<file path="config.mk">
export PLATFORM = sky130hd
export DESIGN_NAME = fir_xifu_wb
export DESIGN_NICKNAME = d
export VERILOG_FILES = /design/src/rtl/fir_xifu_pkg.sv /design/src/rtl/fir_xifu_wb_fifo.sv /design/src/rtl/fir_xifu_wb.sv
export SDC_FILE = /design/constraint.sdc
export NUM_CORES = 1
export LEC_CHECK = 0
export BUFFER_PORTS_ARGS = -buffer_cell sky130_fd_sc_hd__buf_2
export CAP_MARGIN = 40
export CORE_MARGIN = 8
export CORE_UTILIZATION = 46
export CTS_BUF_LIST = sky130_fd_sc_hd__clkbuf_16
export DETAILED_ROUTE_END_ITERATION = 10
export HOLD_SLACK_MARGIN = 0.05
export PLACE_DENSITY_LB_ADDON = 0.3
export REMOVE_ABC_BUFFERS = 1
export SLEW_MARGIN = 25
export SYNTH_ARGS = -nofsm -noshare
export SYNTH_HDL_FRONTEND = slang
export SYNTH_SLANG_ARGS = --single-unit
</file>
<file path="constraint.sdc">
create_clock -name clk_i -period 4.3 [get_ports clk_i]
set_input_delay 0.645 -clock clk_i [delete_from_list [all_inputs] [get_ports clk_i]]
set_output_delay 0.645 -clock clk_i [all_outputs]
set_load 0.02 [all_outputs]
</file>
<file path="src/rtl/fir_xifu_pkg.sv">
// Shared types for the FIR XIFU writeback/result stage:
// EX/controller payload structs, the FIFO entry layout and the head FSM encoding.
package fir_xifu_pkg;

    localparam int X_ID_WIDTH    = 4;
    localparam int X_ID_NUM      = 2 ** X_ID_WIDTH;
    localparam int WB_FIFO_DEPTH = 2;

    typedef struct packed {
        logic                  valid;
        logic [X_ID_WIDTH-1:0] id;
        logic [4:0]            rd;
        logic                  we;
        logic [31:0]           data;
    } ex2wb_t;

    typedef struct packed {
        logic [X_ID_NUM-1:0] commit_mask;
        logic [X_ID_NUM-1:0] kill_mask;
    } ctrl2wb_t;

    typedef struct packed {
        logic                  retire;
        logic [X_ID_WIDTH-1:0] id;
    } wb2ctrl_t;

    typedef struct packed {
        logic [X_ID_WIDTH-1:0] id;
        logic [4:0]            rd;
        logic                  we;
        logic [31:0]           data;
    } wb_entry_t;

    typedef enum logic [1:0] {
        WB_EMPTY,
        WB_WAIT,
        WB_OFFER
    } wb_state_t;

endpackage

</file>
<file path="src/rtl/fir_xifu_wb_fifo.sv">
// Generic in-order FIFO of DEPTH entries (DEPTH a power of two, so pointers wrap
// naturally). Control state is reset; the storage array is not.
module fir_xifu_wb_fifo #(
    parameter  int DEPTH = 2,
    parameter  int WIDTH = 8,
    localparam int PTR_W = (DEPTH > 1) ? $clog2(DEPTH) : 1,
    localparam int CNT_W = $clog2(DEPTH + 1)
) (
    input  logic             clk,
    input  logic             rst_n,
    input  logic             clear,
    input  logic             push,
    input  logic [WIDTH-1:0] wdata,
    input  logic             pop,
    output logic [WIDTH-1:0] head,
    output logic [CNT_W-1:0] count,
    output logic             full,
    output logic             empty
);

    logic [WIDTH-1:0] mem [DEPTH];
    logic [PTR_W-1:0] wr_ptr;
    logic [PTR_W-1:0] rd_ptr;

    always_ff @(posedge clk or negedge rst_n) begin
        if (!rst_n) begin
            wr_ptr <= '0;
            rd_ptr <= '0;
            count  <= '0;
        end else if (clear) begin
            wr_ptr <= '0;
            rd_ptr <= '0;
            count  <= '0;
        end else begin
            if (push) wr_ptr <= wr_ptr + PTR_W'(1);
            if (pop)  rd_ptr <= rd_ptr + PTR_W'(1);
            count <= count + CNT_W'(push) - CNT_W'(pop);
        end
    end

    always_ff @(posedge clk) begin
        if (push && !clear) mem[wr_ptr] <= wdata;
    end

    assign head  = mem[rd_ptr];
    assign full  = (count == CNT_W'(DEPTH));
    assign empty = (count == '0);

endmodule

</file>
<file path="src/rtl/fir_xifu_wb.sv">
// FIR XIFU writeback stage: buffers EX results in order and returns one XIF result
// per committed instruction. Optional same-cycle bypass: FIR_XIFU_RESULT_BYPASS_EN.
module fir_xifu_wb
    import fir_xifu_pkg::*;
#(
    parameter int DEPTH = WB_FIFO_DEPTH
) (
    input  logic                  clk_i,
    input  logic                  rst_ni,
    input  logic                  clear_i,
    input  ex2wb_t                ex2wb_i,
    input  ctrl2wb_t              ctrl2wb_i,
    output wb2ctrl_t              wb2ctrl_o,
    output logic                  xif_result_valid_o,
    input  logic                  xif_result_ready_i,
    output logic [X_ID_WIDTH-1:0] xif_result_id_o,
    output logic [31:0]           xif_result_data_o,
    output logic [4:0]            xif_result_rd_o,
    output logic                  xif_result_we_o,
    output logic                  xif_result_exc_o,
    output logic [5:0]            xif_result_exccode_o,
    output logic                  xif_result_err_o,
    output logic                  xif_result_dbg_o,
    output logic                  ready_o
);

    localparam int CNT_W = $clog2(DEPTH + 1);

    wb_state_t             state;
    wb_state_t             state_next;
    wb_entry_t             head;
    wb_entry_t             in_entry;
    wb_entry_t             out_entry;
    logic [CNT_W-1:0]      count;
    logic [CNT_W-1:0]      count_after;
    logic                  full;
    logic                  empty;
    logic                  accept;
    logic                  push;
    logic                  pop;
    logic                  retire;
    logic [X_ID_WIDTH-1:0] retire_id;
    logic                  res_valid;
    logic                  in_commit;
    logic                  in_kill;
    logic                  head_commit;
    logic                  head_kill;

    assign in_entry = '{id: ex2wb_i.id, rd: ex2wb_i.rd, we: ex2wb_i.we, data: ex2wb_i.data};

    // ready_o depends only on the registered count, never on result_ready
    assign ready_o     = !full;
    assign accept      = ex2wb_i.valid && ready_o && !clear_i;
    assign in_commit   = ctrl2wb_i.commit_mask[ex2wb_i.id];
    assign in_kill     = ctrl2wb_i.kill_mask[ex2wb_i.id];
    assign head_commit = !empty && ctrl2wb_i.commit_mask[head.id];
    assign head_kill   = !empty && ctrl2wb_i.kill_mask[head.id];

    fir_xifu_wb_fifo #(
        .DEPTH (DEPTH),
        .WIDTH ($bits(wb_entry_t))
    ) u_fifo (
        .clk   (clk_i),
        .rst_n (rst_ni),
        .clear (clear_i),
        .push  (push),
        .wdata (in_entry),
        .pop   (pop),
        .head  (head),
        .count (count),
        .full  (full),
        .empty (empty)
    );

    always_ff @(posedge clk_i or negedge rst_ni) begin
        if (!rst_ni) state <= WB_EMPTY;
        else         state <= state_next;
    end

    always_comb begin
        state_next  = state;
        push        = accept;
        pop         = 1'b0;
        retire      = 1'b0;
        retire_id   = head.id;
        res_valid   = 1'b0;
        out_entry   = head;
        count_after = '0;
        case (state)
            WB_EMPTY: begin
                if (accept) begin
`ifdef FIR_XIFU_RESULT_BYPASS_EN
                    if (in_commit && !in_kill) begin
                        res_valid = 1'b1;
                        out_entry = in_entry;
                        if (xif_result_ready_i) begin
                            push      = 1'b0;
                            retire    = 1'b1;
                            retire_id = in_entry.id;
                        end else begin
                            state_next = WB_OFFER;
                        end
                    end else begin
                        state_next = WB_WAIT;
                    end
`else
                    // an entry already committed at push time skips the WAIT cycle
                    state_next = (in_commit && !in_kill) ? WB_OFFER : WB_WAIT;
`endif
                end
            end
            WB_WAIT: begin
                if (head_kill) begin
                    pop    = 1'b1;
                    retire = 1'b1;
                end else if (head_commit) begin
                    state_next = WB_OFFER;
                end
            end
            WB_OFFER: begin
                res_valid = 1'b1;
                if (xif_result_ready_i) begin
                    pop    = 1'b1;
                    retire = 1'b1;
                end
            end
            default: state_next = WB_EMPTY;
        endcase
        count_after = count + CNT_W'(push) - CNT_W'(pop);
        if (pop) state_next = (count_after == '0) ? WB_EMPTY : WB_WAIT;
        // a flush wins over any pending handshake, so nothing is offered or retired
        if (clear_i) begin
            state_next = WB_EMPTY;
            push       = 1'b0;
            pop        = 1'b0;
            retire     = 1'b0;
            res_valid  = 1'b0;
        end
    end

    assign xif_result_valid_o   = res_valid;
    assign xif_result_id_o      = res_valid ? out_entry.id   : '0;
    assign xif_result_data_o    = res_valid ? out_entry.data : '0;
    assign xif_result_rd_o      = res_valid ? out_entry.rd   : '0;
    assign xif_result_we_o      = res_valid ? out_entry.we   : 1'b0;
    assign xif_result_exc_o     = 1'b0;
    assign xif_result_exccode_o = '0;
    assign xif_result_err_o     = 1'b0;
    assign xif_result_dbg_o     = 1'b0;

    assign wb2ctrl_o.retire = retire;
    assign wb2ctrl_o.id     = retire ? retire_id : '0;

endmodule

</file>
* Word-level counts from Yosys, hierarchy flattened *
Memories as Yosys holds them, arrays and structs flattened.
Cells that the tools add are included.
Widths: inputs -> output; s select.

operators by class
  equality and inequality tests = 7
  muxes and demuxes = 35
  magnitude comparators = 2
  reductions and logical operators = 16
  $add $sub $neg = 6

operators by type and width
  cell                 count
  $mux 32              1
  $mux 1               18
  $bmux 1 s4           4
  $mux 2               7
  $ne 4x4->1 const B   3
  $lt 4x5->1 const B   2
  $mux 4               2
  $logic_and 1x1->1    6
  $logic_not 2->1      3
  $pmux 2 s3           1
  $mux 5               1
  $add 2x1->2          2
  $eq 2x2->1 const B   2
  $logic_not 1->1      4
  $reduce_and 4->1     1
  $reduce_bool 2->1    2
  $sub 2x1->2          2
  $ne 3x3->1 const B   1
  $add 1x1->1 const B  2
  $eq 2x1->1 const B   1
  $pmux 1 s2           1

word-level totals
  memories kept = 1
  bits in registers = 6
  input port bits = 79
  logic and storage cells = 71
  output and inout bits = 58
  RAM bits = 84

memory list
  name        words  bits a word  rd ports  clocked after memory_dff  write ports  line                    text
  u_fifo.mem  2      42           1         0                         1            fir_xifu_wb_fifo.sv:21  logic [WIDTH-1:0] mem [DEPTH];

* Logic depth before layout (Yosys ltp) *
An unclocked memory read counts as a cell.

  depth in word-level cells = 11
  gate-level depth with buffers = 15
  depth with buffers taken out = 13

* Cells and area by module *
From an unflattened synthesis, not the netlist that was laid out.

unflattened totals
  cell total of the unflattened synthesis = 292
  area total of the unflattened synthesis = 4600.7 um2

modules (own cells, without submodules)
  module            cells an instance  seq. area each (um2)  area each (um2)  instances
  fir_xifu_wb_fifo  150                2622.5                3445.8           1
  fir_xifu_wb       142                50.0                  1154.9           1

* Worst setup path before layout *
No wires, ideal clock.

  kind = input-to-reg
  start = input clear_i
  end = memory u_fifo.mem[0][0] (netlist name) (enable)
  arrival time = 3.718 ns
  library setup time = 0.494 ns
  required time = 3.806 ns
  stages on the path = 2
  path buffers = 1
  setup slack = 0.089 ns
  path through = buf_2 > nor3_1

between the ends
  cells in the longest elaborated chain, start to end = 6

ends and longest elaborated chain
  item                            line                                       text
  start, declared                 fir_xifu_wb.sv:10                          input logic clear_i,
  $logic_not 1->1                 fir_xifu_wb_fifo.sv:42, fir_xifu_wb.sv:53
  $logic_and 1x1->1               fir_xifu_wb.sv:53                          assign accept = ex2wb_i.valid && ready_o && !clear_i;
  $mux 1                          fir_xifu_wb.sv:132                         if (clear_i) begin
  $logic_and 1x1->1 *             fir_xifu_wb_fifo.sv:42                     if (push && !clear) mem[wr_ptr] <= wdata;
  $mux 1 *                        fir_xifu_wb_fifo.sv:42
  $mux 1 (implied by the code) *  fir_xifu_wb_fifo.sv:42
  end, declared                   fir_xifu_wb_fifo.sv:21

Mark *: on every way between the ends. The rest lies on a longest branch, timed or not.

==> run summary <==
Drt drc: 0
Synth warn: 0
Std-Cell Core Area: 0.009196 sq mm
Post-synth EDFFs: 84
Total Nets Final: 531
Cts repair resizes: 0
Worst vdd ir: 252.3 uV
Vias: 2944
Total grt overflow: 0
Worst-margin pin slew: 0.6131 ns
Port bufs: 127
Period minus WS final: 3.754 ns
Rows: 35
CTS buffer count: 9
Via/cell ratio: 5.248
Asr flop ratio synth: 6.667%
Die Area: 0.01275 sq mm
Maxcap violations: 0
Final setup fails: 0
Postcts setup bufs: 0
Slew Limit Fails: 0
Total area of multi-input combinational cells: 0.001485 sq mm
Wire length per cell: 18.12 um
Setup Skew: 0.009552 ns
Die Y: 112.9 um
Layout area overhead: 23.65%
Mapped Area: 0.004322 sq mm
Largest cells by area after synthesis: edfxtp_1 (58%), mux2i_1 (12%), nor2_1 (5.2%), dfrtp_1 (3.5%), mux4_2 (2.1%)
Syn Inst Count: 320
# diodes: 0
Most frequent cell after synthesis: edfxtp_1
Ports: 137
Clock tree sinks: 90
CTS tree: yes
Register area: 0.002674 sq mm
Vias in the first global route: 3241
Die width: 112.9 um
Crit Path Category: flip-flop to output pin
Post-synth top flop: edfxtp_1
Max clock buf depth: 2
FMAX: 266.4 MHz
Cts hold-fix bufs: 0
Total Wirelength: 10170 um
Starting DRT DRC Count: 170
Tightest Hold Check Type: primary input to asynchronous set/reset pin
Crit end category: output pin
Layout cell share with drive strength beyond 1: 35.56%
Worst slew margin: 59.13%
Post-synthesis sequential area ratio: 61.84%
Post-DP HPWL: 7490 um
Crit share post-route: 87.29%
CP Data Arrival Time: 3.11 ns
Initial antenna violation count: 0
Worst EP required: 3.65 ns
Worst-path fanout max: 18
Fillers: 769
Final Total Pwr: 2.490 mW
Initial Utilization: 46.99%
Worst skew pair latency: 0.33 ns
Maximum number of pins on one net before global-route repair: 43
Drt first pass iters: 4
Routability cong.: 0.8904
First-pass GRT wire length: 16370 um
Routed Antenna Nets: 0
RSZ-0062 raised after global routing: no
Status: complete, no violations
Final Util: 58.11%
#FFs+latches synth: 90
CP startpoint kind: flip-flop
Root Driver: clkbuf_16
Synth Area per Inst: 13.51 sq um
Reg clk slew, reported paths: 0.07 ns
H-tree depth: 3
Setup_tns: 0 ns
Fin. Hold Viols: 0
Synth area leader: edfxtp_1
Top post-synthesis cells by count: edfxtp_1 (84), nor2_1 (60), mux2i_1 (52)
Leak: 2.181 nW
Pwr dens: 466.0 mW/mm^2
All-Layer GR Usage: 16.29%
Yosys cell types: 42
Area share of the largest cell type after synthesis: 58.37%
-- final timing paths --
| kind | start | end | slack [ns] | cells after the start |
|---|---|---|---|---|
| worst max-delay path | u_fifo.rd_ptr | wb2ctrl_o[3] | 0.55 | 8 |
| worst min-delay path | rst_ni | u_fifo.count[1] | 0.13 | 1 |
| worst max register to register | u_fifo.rd_ptr | state[0] | 0.68 | 13 |
| worst min register to register | state[1] | state[1] | 0.55 | 1 |
| max in group asynchronous | rst_ni | u_fifo.rd_ptr | 4.00 | 1 |
| min in group clk_i | ex2wb_i[8] | u_fifo.mem[1][8] | 0.50 | 1 |
-- power by group --
| part | total (mW) | internal (mW) | switching (mW) |
|---|---|---|---|
| clock network | 0.785 | 0.456 | 0.330 |
| logic | 0.619 | 0.255 | 0.365 |
| registers | 1.09 | 1.04 | 0.0459 |
-- routing by layer --
| layer | routed length (um) | track usage (%) |
|---|---|---|
| met2 | 4974 | 27.49 |
| met5 | 0 | 0 |
| met3 | 951 | 6.124 |
| met4 | 128 | 5.417 |
| met1 | 4112 | 18.69 |
-- per-stage QoR --
stage	hold slack (ns)	area (sq um)	instances	setup slack, ns
finish	0.1298	5344	561	0.5465
global route	0.1275	5344	561	0.3432
CTS	0.1266	5344	561	0.5302
detailed placement	0.4892	5044	545	0.6649
global placement	0.4946	5015	544	0.8327
floorplan	0.3494	4215	304	-0.1967
-- area by class of cell --
class / instances / share of cell area [%]
clock buffer: 9 / 4.214
clock inverter: 7 / 1.405
inverter: 18 / 1.264
multi-input combinational: 196 / 27.79
sequential: 90 / 50.03
tap: 111 / 2.599
timing repair buffer: 130 / 12.69
-- sequential cells by signal, indices dropped and copies added, names as in the netlist --
signal	flops
u_fifo.mem	84
state	2
u_fifo.count	2
u_fifo.rd_ptr	1
u_fifo.wr_ptr	1
-- critical path, cell delays in order (launching register included) --
cell and delay (ns):
dfrtp_2 0.66, mux2i_4 0.57, mux2i_1 0.17, a221oi_1 0.34, o211ai_2 0.18, a21oi_2 0.31, nand2_1 0.23, nor2_1 0.14
buf_2 0.17
-- placed cells by master, fill, tap and decap left out, types with 5 or more instances in the layout --
| cell type | instances |
|---|---|
| a221oi_1 | 5 |
| buf_2 | 127 |
| clkbuf_16 | 9 |
| conb_1 | 9 |
| dfrtp_1 | 5 |
| edfxtp_1 | 84 |
| ha_1 | 7 |
| inv_1 | 17 |
| mux2i_1 | 52 |
| nand2_1 | 7 |
| nor2_1 | 60 |
| xnor2_1 | 5 |
-- cell families after synthesis --
family | after synthesis | synth area share (%)
flip-flops | 90 | 61.84
AO/OA/AOI/OAI | 30 | 5.877
other | 1 | 0.08677
XOR/XNOR | 7 | 1.419
multiplexers | 62 | 16.27
adder cells (fa/ha/maj) | 7 | 2.027
AND/OR/NAND/NOR | 81 | 7.759
buffers and inverters | 42 | 4.719
(Power assumes the default switching activity.)
